--- config.mk ---
export PLATFORM = sky130hd
export DESIGN_NAME = mc_control_unit_flat
export DESIGN_NICKNAME = d
export VERILOG_FILES = /design/src/rtl/mips_ctrl_pkg.sv /design/src/rtl/mc_control_unit_if.sv /design/src/rtl/mc_control_unit_mem_wait_timer.sv /design/src/rtl/mc_control_unit.sv /design/src/flat_wrapper.sv
export SDC_FILE = /design/constraint.sdc
export NUM_CORES = 1
export LEC_CHECK = 0
export BUFFER_PORTS_ARGS = -buffer_cell sky130_fd_sc_hd__buf_2
export CAP_MARGIN = 40
export CORE_AREA = 2 2 51 53
export CTS_CLUSTER_DIAMETER = 30
export CTS_CLUSTER_SIZE = 16
export DETAILED_ROUTE_END_ITERATION = 12
export DIE_AREA = 0 0 53 55
export GPL_TIMING_DRIVEN = 0
export PLACE_DENSITY_LB_ADDON = 0.3
export REMOVE_ABC_BUFFERS = 1
export SLEW_MARGIN = 20
export SYNTH_ARGS = -nofsm -noshare
export SYNTH_HDL_FRONTEND = slang
export SYNTH_HIERARCHICAL = 1
export SYNTH_SLANG_ARGS = --single-unit
--- constraint.sdc ---
create_clock -name Clk -period 5.9 [get_ports Clk]
set_clock_uncertainty 0.15 [all_clocks]
set_input_delay 1.18 -clock Clk [delete_from_list [all_inputs] [get_ports Clk]]
set_output_delay 1.18 -clock Clk [all_outputs]
set_load 0.05 [all_outputs]
--- src/rtl/mips_ctrl_pkg.sv ---
// Shared encodings for the multicycle MIPS control unit: states, opcodes,
// datapath select codes and the control word carried to the datapath.
package mips_ctrl_pkg;

  localparam int unsigned OP_W  = 6;
  localparam int unsigned CNT_W = 8;

  typedef enum logic [3:0] {
    S_FETCH,
    S_DECODE,
    S_R_EXEC,
    S_R_WB,
    S_BRANCH,
    S_MEM_ADDR,
    S_MEM_RD,
    S_MEM_WB,
    S_MEM_WR,
    S_ADDI_EXEC,
    S_ADDI_WB,
    S_LUI_WB,
    S_JUMP,
    S_EXC
  } state_t;

  localparam logic [OP_W-1:0] OP_RTYPE = 6'h00;
  localparam logic [OP_W-1:0] OP_J     = 6'h02;
  localparam logic [OP_W-1:0] OP_BEQ   = 6'h04;
  localparam logic [OP_W-1:0] OP_BNE   = 6'h05;
  localparam logic [OP_W-1:0] OP_ADDI  = 6'h08;
  localparam logic [OP_W-1:0] OP_LUI   = 6'h0F;
  localparam logic [OP_W-1:0] OP_LW    = 6'h23;
  localparam logic [OP_W-1:0] OP_SW    = 6'h2B;

  typedef enum logic [1:0] {ALU_ADD, ALU_SUB, ALU_FUNCT, ALU_OR} aluop_t;
  typedef enum logic [1:0] {PCS_ALU, PCS_ALUOUT, PCS_JUMP, PCS_EXC} pcsrc_t;
  typedef enum logic [1:0] {M2R_ALUOUT, M2R_MDR, M2R_LUI, M2R_RSVD} memtoreg_t;
  typedef enum logic [1:0] {CAUSE_NONE, CAUSE_ILLEGAL, CAUSE_TIMEOUT, CAUSE_RSVD} cause_t;

  localparam logic [1:0] SRCB_B       = 2'd0;
  localparam logic [1:0] SRCB_FOUR    = 2'd1;
  localparam logic [1:0] SRCB_IMM     = 2'd2;
  localparam logic [1:0] SRCB_IMM_SH2 = 2'd3;
  localparam logic [1:0] REGDST_RT    = 2'd0;
  localparam logic [1:0] REGDST_RD    = 2'd1;

  typedef struct packed {
    logic      pcwrite;
    logic      pcwritecond;
    logic      pcwritecondne;
    logic      iord;
    logic      memread;
    logic      memwrite;
    logic      irwrite;
    logic      mdrwrite;
    logic      awrite;
    logic      bwrite;
    logic      aluoutwrite;
    logic      regwrite;
    logic      alusrca;
    logic      epcwrite;
    logic [1:0] regdst;
    memtoreg_t memtoreg;
    logic [1:0] alusrcb;
    pcsrc_t    pcsource;
    aluop_t    aluop;
  } ctrl_t;

  // Instruction class selected in DECODE; anything unlisted is illegal.
  function automatic state_t decode_op(input logic [OP_W-1:0] op);
    case (op)
      OP_RTYPE:      return S_R_EXEC;
      OP_BEQ, OP_BNE: return S_BRANCH;
      OP_LW, OP_SW:  return S_MEM_ADDR;
      OP_ADDI:       return S_ADDI_EXEC;
      OP_LUI:        return S_LUI_WB;
      OP_J:          return S_JUMP;
      default:       return S_EXC;
    endcase
  endfunction

endpackage

--- src/rtl/mc_control_unit_if.sv ---
// Opcode/handshake inputs and control word outputs between control unit and datapath.
interface mc_control_unit_if import mips_ctrl_pkg::*; #(
  parameter int unsigned ALUOP_W = 3
);
  logic [OP_W-1:0]    Op;
  logic               MemReady;
  logic               PCWrite;
  logic               PCWriteCond;
  logic               PCWriteCondNe;
  logic               IorD;
  logic               MemRead;
  logic               MemWrite;
  logic               IRWrite;
  logic               MDRWrite;
  logic               AWrite;
  logic               BWrite;
  logic               ALUOutWrite;
  logic               RegWrite;
  logic [1:0]         RegDst;
  logic [1:0]         MemtoReg;
  logic               ALUSrcA;
  logic [1:0]         ALUSrcB;
  logic [ALUOP_W-1:0] ALUOp;
  logic [1:0]         PCSource;
  logic               EPCWrite;
  logic [1:0]         Cause;

  modport master (
    input  Op, MemReady,
    output PCWrite, PCWriteCond, PCWriteCondNe, IorD, MemRead, MemWrite,
           IRWrite, MDRWrite, AWrite, BWrite, ALUOutWrite, RegWrite, RegDst,
           MemtoReg, ALUSrcA, ALUSrcB, ALUOp, PCSource, EPCWrite, Cause
  );

  modport slave (
    output Op, MemReady,
    input  PCWrite, PCWriteCond, PCWriteCondNe, IorD, MemRead, MemWrite,
           IRWrite, MDRWrite, AWrite, BWrite, ALUOutWrite, RegWrite, RegDst,
           MemtoReg, ALUSrcA, ALUSrcB, ALUOp, PCSource, EPCWrite, Cause
  );
endinterface

--- src/rtl/mc_control_unit_mem_wait_timer.sv ---
// Counts consecutive not-ready cycles of a memory access and flags a bus timeout.
module mem_wait_timer import mips_ctrl_pkg::*; #(
  parameter int unsigned MEM_TIMEOUT = 15
) (
  input  logic Clk,
  input  logic Reset,
  input  logic clear,
  input  logic ready,
  output logic timeout
);

  logic [CNT_W-1:0] count;

  always_ff @(posedge Clk) begin
    if (!Reset) begin
      count <= '0;
    end else if (clear) begin
      count <= '0;
    end else if (!ready) begin
      count <= count + CNT_W'(1);
    end
  end

  // A ready arriving on the limit cycle still wins over the timeout.
  assign timeout = (count == CNT_W'(MEM_TIMEOUT)) && !ready;

endmodule

--- src/rtl/mc_control_unit.sv ---
// Multicycle MIPS control FSM: decodes state into datapath strobes and
// raises illegal-opcode and memory-timeout exceptions.
module mc_control_unit import mips_ctrl_pkg::*; #(
  parameter int unsigned ALUOP_W     = 3,
  parameter int unsigned MEM_TIMEOUT = 15
) (
  input logic               Clk,
  input logic               Reset,
  mc_control_unit_if.master bus
);

  state_t state_q, state_d;
  cause_t cause_q, cause_d;
  logic   br_ne_q, br_ne_d;
  logic   timeout;
  ctrl_t  ctrl, ctrl_o;

  mem_wait_timer #(.MEM_TIMEOUT(MEM_TIMEOUT)) u_timer (
    .Clk     (Clk),
    .Reset   (Reset),
    .clear   (state_d != state_q),
    .ready   (bus.MemReady),
    .timeout (timeout)
  );

  always_ff @(posedge Clk) begin
    if (!Reset) begin
      state_q <= S_FETCH;
      cause_q <= CAUSE_NONE;
      br_ne_q <= 1'b0;
    end else begin
      state_q <= state_d;
      cause_q <= cause_d;
      br_ne_q <= br_ne_d;
    end
  end

  // Next state and control word; branch polarity is latched in DECODE so Op may change afterwards.
  always_comb begin
    state_d = state_q;
    cause_d = cause_q;
    br_ne_d = br_ne_q;
    ctrl    = '0;
    case (state_q)
      S_FETCH: begin
        ctrl.alusrcb = SRCB_FOUR;
        if (timeout) begin
          state_d = S_EXC;
          cause_d = CAUSE_TIMEOUT;
        end else begin
          ctrl.memread = 1'b1;
          if (bus.MemReady) begin
            ctrl.irwrite = 1'b1;
            ctrl.pcwrite = 1'b1;
            state_d      = S_DECODE;
          end
        end
      end
      S_DECODE: begin
        ctrl.awrite      = 1'b1;
        ctrl.bwrite      = 1'b1;
        ctrl.aluoutwrite = 1'b1;
        ctrl.alusrcb     = SRCB_IMM_SH2;
        state_d          = decode_op(bus.Op);
        br_ne_d          = (bus.Op == OP_BNE);
        if (state_d == S_EXC) cause_d = CAUSE_ILLEGAL;
      end
      S_R_EXEC: begin
        ctrl.alusrca     = 1'b1;
        ctrl.aluop       = ALU_FUNCT;
        ctrl.aluoutwrite = 1'b1;
        state_d          = S_R_WB;
      end
      S_R_WB: begin
        ctrl.regwrite = 1'b1;
        ctrl.regdst   = REGDST_RD;
        state_d       = S_FETCH;
      end
      S_BRANCH: begin
        ctrl.alusrca       = 1'b1;
        ctrl.aluop         = ALU_SUB;
        ctrl.pcsource      = PCS_ALUOUT;
        ctrl.pcwritecond   = !br_ne_q;
        ctrl.pcwritecondne = br_ne_q;
        state_d            = S_FETCH;
      end
      S_MEM_ADDR: begin
        ctrl.alusrca     = 1'b1;
        ctrl.alusrcb     = SRCB_IMM;
        ctrl.aluoutwrite = 1'b1;
        state_d          = (bus.Op == OP_SW) ? S_MEM_WR : S_MEM_RD;
      end
      S_MEM_RD: begin
        if (timeout) begin
          state_d = S_EXC;
          cause_d = CAUSE_TIMEOUT;
        end else begin
          ctrl.iord    = 1'b1;
          ctrl.memread = 1'b1;
          if (bus.MemReady) begin
            ctrl.mdrwrite = 1'b1;
            state_d       = S_MEM_WB;
          end
        end
      end
      S_MEM_WB: begin
        ctrl.regwrite = 1'b1;
        ctrl.memtoreg = M2R_MDR;
        state_d       = S_FETCH;
      end
      S_MEM_WR: begin
        if (timeout) begin
          state_d = S_EXC;
          cause_d = CAUSE_TIMEOUT;
        end else begin
          ctrl.iord     = 1'b1;
          ctrl.memwrite = 1'b1;
          if (bus.MemReady) state_d = S_FETCH;
        end
      end
      S_ADDI_EXEC: begin
        ctrl.alusrca     = 1'b1;
        ctrl.alusrcb     = SRCB_IMM;
        ctrl.aluoutwrite = 1'b1;
        state_d          = S_ADDI_WB;
      end
      S_ADDI_WB: begin
        ctrl.regwrite = 1'b1;
        state_d       = S_FETCH;
      end
      S_LUI_WB: begin
        ctrl.regwrite = 1'b1;
        ctrl.memtoreg = M2R_LUI;
        state_d       = S_FETCH;
      end
      S_JUMP: begin
        ctrl.pcwrite  = 1'b1;
        ctrl.pcsource = PCS_JUMP;
        state_d       = S_FETCH;
      end
      S_EXC: begin
        ctrl.epcwrite = 1'b1;
        ctrl.pcwrite  = 1'b1;
        ctrl.pcsource = PCS_EXC;
        state_d       = S_FETCH;
      end
      default: state_d = S_FETCH;
    endcase
  end

  // Reset forces every strobe low regardless of the decoded state.
  assign ctrl_o = Reset ? ctrl : '0;

  assign bus.PCWrite       = ctrl_o.pcwrite;
  assign bus.PCWriteCond   = ctrl_o.pcwritecond;
  assign bus.PCWriteCondNe = ctrl_o.pcwritecondne;
  assign bus.IorD          = ctrl_o.iord;
  assign bus.MemRead       = ctrl_o.memread;
  assign bus.MemWrite      = ctrl_o.memwrite;
  assign bus.IRWrite       = ctrl_o.irwrite;
  assign bus.MDRWrite      = ctrl_o.mdrwrite;
  assign bus.AWrite        = ctrl_o.awrite;
  assign bus.BWrite        = ctrl_o.bwrite;
  assign bus.ALUOutWrite   = ctrl_o.aluoutwrite;
  assign bus.RegWrite      = ctrl_o.regwrite;
  assign bus.RegDst        = ctrl_o.regdst;
  assign bus.MemtoReg      = ctrl_o.memtoreg;
  assign bus.ALUSrcA       = ctrl_o.alusrca;
  assign bus.ALUSrcB       = ctrl_o.alusrcb;
  assign bus.ALUOp         = ALUOP_W'(ctrl_o.aluop);
  assign bus.PCSource      = ctrl_o.pcsource;
  assign bus.EPCWrite      = ctrl_o.epcwrite;
  assign bus.Cause         = cause_q;

endmodule

--- src/flat_wrapper.sv ---
// flat-port wrapper written by rule: the top's interface ports become plain ports
module mc_control_unit_flat import mips_ctrl_pkg::*;
#(
  parameter int unsigned ALUOP_W     = 3,
  parameter int unsigned MEM_TIMEOUT = 15
)
  (Clk, Reset, bus_Op, bus_MemReady, bus_PCWrite, bus_PCWriteCond, bus_PCWriteCondNe, bus_IorD, bus_MemRead, bus_MemWrite, bus_IRWrite, bus_MDRWrite, bus_AWrite, bus_BWrite, bus_ALUOutWrite, bus_RegWrite, bus_RegDst, bus_MemtoReg, bus_ALUSrcA, bus_ALUSrcB, bus_ALUOp, bus_PCSource, bus_EPCWrite, bus_Cause);
  mc_control_unit_if #(.ALUOP_W(ALUOP_W)) bus_i ();
  input logic Clk;
  input logic Reset;
  input wire logic [$bits(bus_i.Op)-1:0] bus_Op;
  input wire logic [$bits(bus_i.MemReady)-1:0] bus_MemReady;
  output wire logic [$bits(bus_i.PCWrite)-1:0] bus_PCWrite;
  output wire logic [$bits(bus_i.PCWriteCond)-1:0] bus_PCWriteCond;
  output wire logic [$bits(bus_i.PCWriteCondNe)-1:0] bus_PCWriteCondNe;
  output wire logic [$bits(bus_i.IorD)-1:0] bus_IorD;
  output wire logic [$bits(bus_i.MemRead)-1:0] bus_MemRead;
  output wire logic [$bits(bus_i.MemWrite)-1:0] bus_MemWrite;
  output wire logic [$bits(bus_i.IRWrite)-1:0] bus_IRWrite;
  output wire logic [$bits(bus_i.MDRWrite)-1:0] bus_MDRWrite;
  output wire logic [$bits(bus_i.AWrite)-1:0] bus_AWrite;
  output wire logic [$bits(bus_i.BWrite)-1:0] bus_BWrite;
  output wire logic [$bits(bus_i.ALUOutWrite)-1:0] bus_ALUOutWrite;
  output wire logic [$bits(bus_i.RegWrite)-1:0] bus_RegWrite;
  output wire logic [$bits(bus_i.RegDst)-1:0] bus_RegDst;
  output wire logic [$bits(bus_i.MemtoReg)-1:0] bus_MemtoReg;
  output wire logic [$bits(bus_i.ALUSrcA)-1:0] bus_ALUSrcA;
  output wire logic [$bits(bus_i.ALUSrcB)-1:0] bus_ALUSrcB;
  output wire logic [$bits(bus_i.ALUOp)-1:0] bus_ALUOp;
  output wire logic [$bits(bus_i.PCSource)-1:0] bus_PCSource;
  output wire logic [$bits(bus_i.EPCWrite)-1:0] bus_EPCWrite;
  output wire logic [$bits(bus_i.Cause)-1:0] bus_Cause;
  assign bus_i.Op = bus_Op;
  assign bus_i.MemReady = bus_MemReady;
  assign bus_PCWrite = bus_i.PCWrite;
  assign bus_PCWriteCond = bus_i.PCWriteCond;
  assign bus_PCWriteCondNe = bus_i.PCWriteCondNe;
  assign bus_IorD = bus_i.IorD;
  assign bus_MemRead = bus_i.MemRead;
  assign bus_MemWrite = bus_i.MemWrite;
  assign bus_IRWrite = bus_i.IRWrite;
  assign bus_MDRWrite = bus_i.MDRWrite;
  assign bus_AWrite = bus_i.AWrite;
  assign bus_BWrite = bus_i.BWrite;
  assign bus_ALUOutWrite = bus_i.ALUOutWrite;
  assign bus_RegWrite = bus_i.RegWrite;
  assign bus_RegDst = bus_i.RegDst;
  assign bus_MemtoReg = bus_i.MemtoReg;
  assign bus_ALUSrcA = bus_i.ALUSrcA;
  assign bus_ALUSrcB = bus_i.ALUSrcB;
  assign bus_ALUOp = bus_i.ALUOp;
  assign bus_PCSource = bus_i.PCSource;
  assign bus_EPCWrite = bus_i.EPCWrite;
  assign bus_Cause = bus_i.Cause;
  mc_control_unit #(.ALUOP_W(ALUOP_W), .MEM_TIMEOUT(MEM_TIMEOUT)) u_core (.Clk(Clk), .Reset(Reset), .bus(bus_i));
endmodule
==> out/qor.txt <==
vias per cell - 6.06
width of the die - 53 um
startpoint types - input pin
Max Clk Rate - 248 MHz
Crit Path Max Fanout - 11
average wire per standard cell - 13.5 um
CP Capture Type - primary output
worst slew pin tran - 0.721 ns
cells along the critical path - buf_2 -> nand4b_4 -> nor2_1 -> nor3b_1 -> or2_1 -> buf_2
RSZ-0062 raised after global routing - false
Fin. Hold Viols - 0
Worst Path Buf+Inv - 2
Worst-path clk slew - 0.09 ns
Synth-to-Final Area Change - 12.3%
Hold Crit Class - register to register
synth cell count leaders - nor2_1, dfxtp_1, nand2_1, a21oi_1, nor2b_1
Top FF cell, synth - dfxtp_1
clock sink count - 15
Crit Path Category - input pin to primary output
vias in the first global route - 1149
FP Rows - 18
detailed placement HPWL - 2270 um
Filler Cell Count - 219
#FFs+latches synth - 15
Finished Cell Area - 1440 um^2
Yosys top cell area share - 23.5%
Yosys warning count - 6
routed vias - 1369
Synth area leader - dfxtp_1
post-layout min period - 4.04 ns
placed cell area - 1410 um^2
CTS root buf - clkbuf_4
Post CTS Setup Buffer Count - 0
drt pass-1 iters - 4
Starting DRT DRC Count - 36
EDFF count, synth - 0
maximum clock path buffer count - 2
CTS buffer count - 3
post-CTS sizing - 0
final cycle utilization of the critical path - 68.4%
first-pass GRT wire length - 5020 um
relative slew slack - 51.7%
Leak - 0.000637 uW
pre-CTS setup slack - 1.89 ns
Port Buffer Count - 33
# diodes - 0
final slew viol count - 0
initial antenna violation count - 0
largest net degree at the start of global routing - 22
status - finished, final reports clean
crit-path leading delay family - simple AND/OR/NAND/NOR gates
CTS tree - done
Power Density - 344 nW/um^2
layout cells sized above 1 - 24.0%
hold_buf cts - 0
DRT antenna net count - 0
H-Tree Level Count - 1
Final Setup Violations - 0
critical-path cell with the highest stage delay - nor2_1
required time of the critical path - 4.57 ns
Distinct cells, synth - 55
Top Ports - 36
initial cell density of the core - 54.1%
Critical Path AT - 2.71 ns
largest stage delay on the critical path - 0.59 ns
final wirelength - 3050 um
async set-reset flop share out of synthesis - 0%
Synth area leaders - dfxtp_1, nor2_1, a21oi_1, nand2_1, nor2b_1
gr ovfl total - 0
maxcap violations - 0
Die ar. - 2920 um^2
worst-skew pair later-pin latency - 0.27 ns
setup ws final - 1.86 ns
GRT Overall Usage - 22.7%
Die Y-Extent - 55 um
Nets - 207
# DRC - 0
sequential element share of the synthesized area - 23.5%
GPL Wtd Cong - 0.925
mapped cell area - 1280 um^2
VDD IR max - 260 uV
most common cell in the synthesized netlist - nor2_1
Cells after Synth - 171
Synth Area per Inst - 7.48 um^2
Floorplan Core Area - 2360 um^2
most used cell along the critical path - buf_2
cells in the final DEF, fill, tap and decap left out, types with 3 or more instances in the layout:
master / count
and2_1: 5
a21oi_1: 12
nand4b_1: 3
nor2b_1: 9
or2_2: 3
nand4_1: 3
o211ai_1: 3
nand2_1: 15
or3_1: 4
clkbuf_4: 3
nor2_1: 19
nor3b_1: 7
dfxtp_1: 15
o21ai_0: 6
buf_2: 33
inv_1: 3
xor2_1: 4
nor3_1: 4
nand3_1: 5
area by class of cell:
cell class / instances / area [um^2] / share of cell area, %
multi-input cells: 141 / 895 / 62.3
repair buffers: 33 / 165 / 11.5
flip-flops and latches: 15 / 300 / 20.9
clock inverters: 1 / 5.00 / 0.348
inverters: 3 / 11.3 / 0.784
clock buffers: 3 / 22.5 / 1.57
well taps: 30 / 37.5 / 2.61
kinds of logic after synthesis:
| logic type | Yosys count | synth area share, % |
|---|---|---|
| AND/OR/NAND/NOR | 92 | 42.0 |
| AO/OA/AOI/OAI | 40 | 22.2 |
| buffers and inverters | 16 | 6.85 |
| flip-flops | 15 | 23.5 |
| XOR/XNOR | 5 | 3.42 |
| adder cells (fa/ha/maj) | 1 | 0.978 |
| other | 1 | 0.293 |
| multiplexers | 1 | 0.783 |
metrics by stage:
step / total power [uW] / hold slack [ns] / utilization [%] / TNS [ns] / std cells
final: 493 / 0.354 / 60.7 / 0 / 226
after global routing: 533 / 0.382 / 60.7 / 0 / 226
after CTS: 494 / 0.355 / 60.7 / 0 / 226
after detailed placement: 435 / 0.335 / 59.6 / 0 / 222
after global placement: 428 / 0.322 / 59.6 / 0 / 222
after floorplan: 369 / 0.311 / - / -0.123 / 159
tightest hold or removal path: cells and delay by family, from the launching register on:
family	cells	cell delay, ns
flops	1	0.32
compound gates	2	0.15
metal layers:
metal,track usage [%],wire [um],up-vias
li1,-,-,668
met1,28.7,1390,637
met2,40.2,1410,60
met3,2.96,216,4
met4,7.26,31,0
met5,0,0,-
sequential cells by signal, indices dropped and copies added, names as in the netlist:
register	cells
u_core/br_ne_q	1
u_core/u_timer/count	8
u_core/bus.Cause	2
u_core/state_q	4
report_power, final:
group | total, uW | internal (uW) | switching [uW]
sequential | 153 | 114 | 38.8
clock | 58.3 | 25.1 | 33.3
combinational | 282 | 93.0 | 189
final timing paths:
path / from / end / slack, ns / depth (start not counted)
worst max-delay path: bus_MemReady / bus_PCWrite / 1.86 / 6
worst min-delay path: u_core/bus.Cause[1] / u_core/bus.Cause[1] / 0.35 / 2
worst min register to register: u_core/bus.Cause[1] / u_core/bus.Cause[1] / 0.35 / 2
worst max register to register: u_core/u_timer/count[4] / u_core/u_timer/count[7] / 2.76 / 9
(Power assumes the default switching activity.)
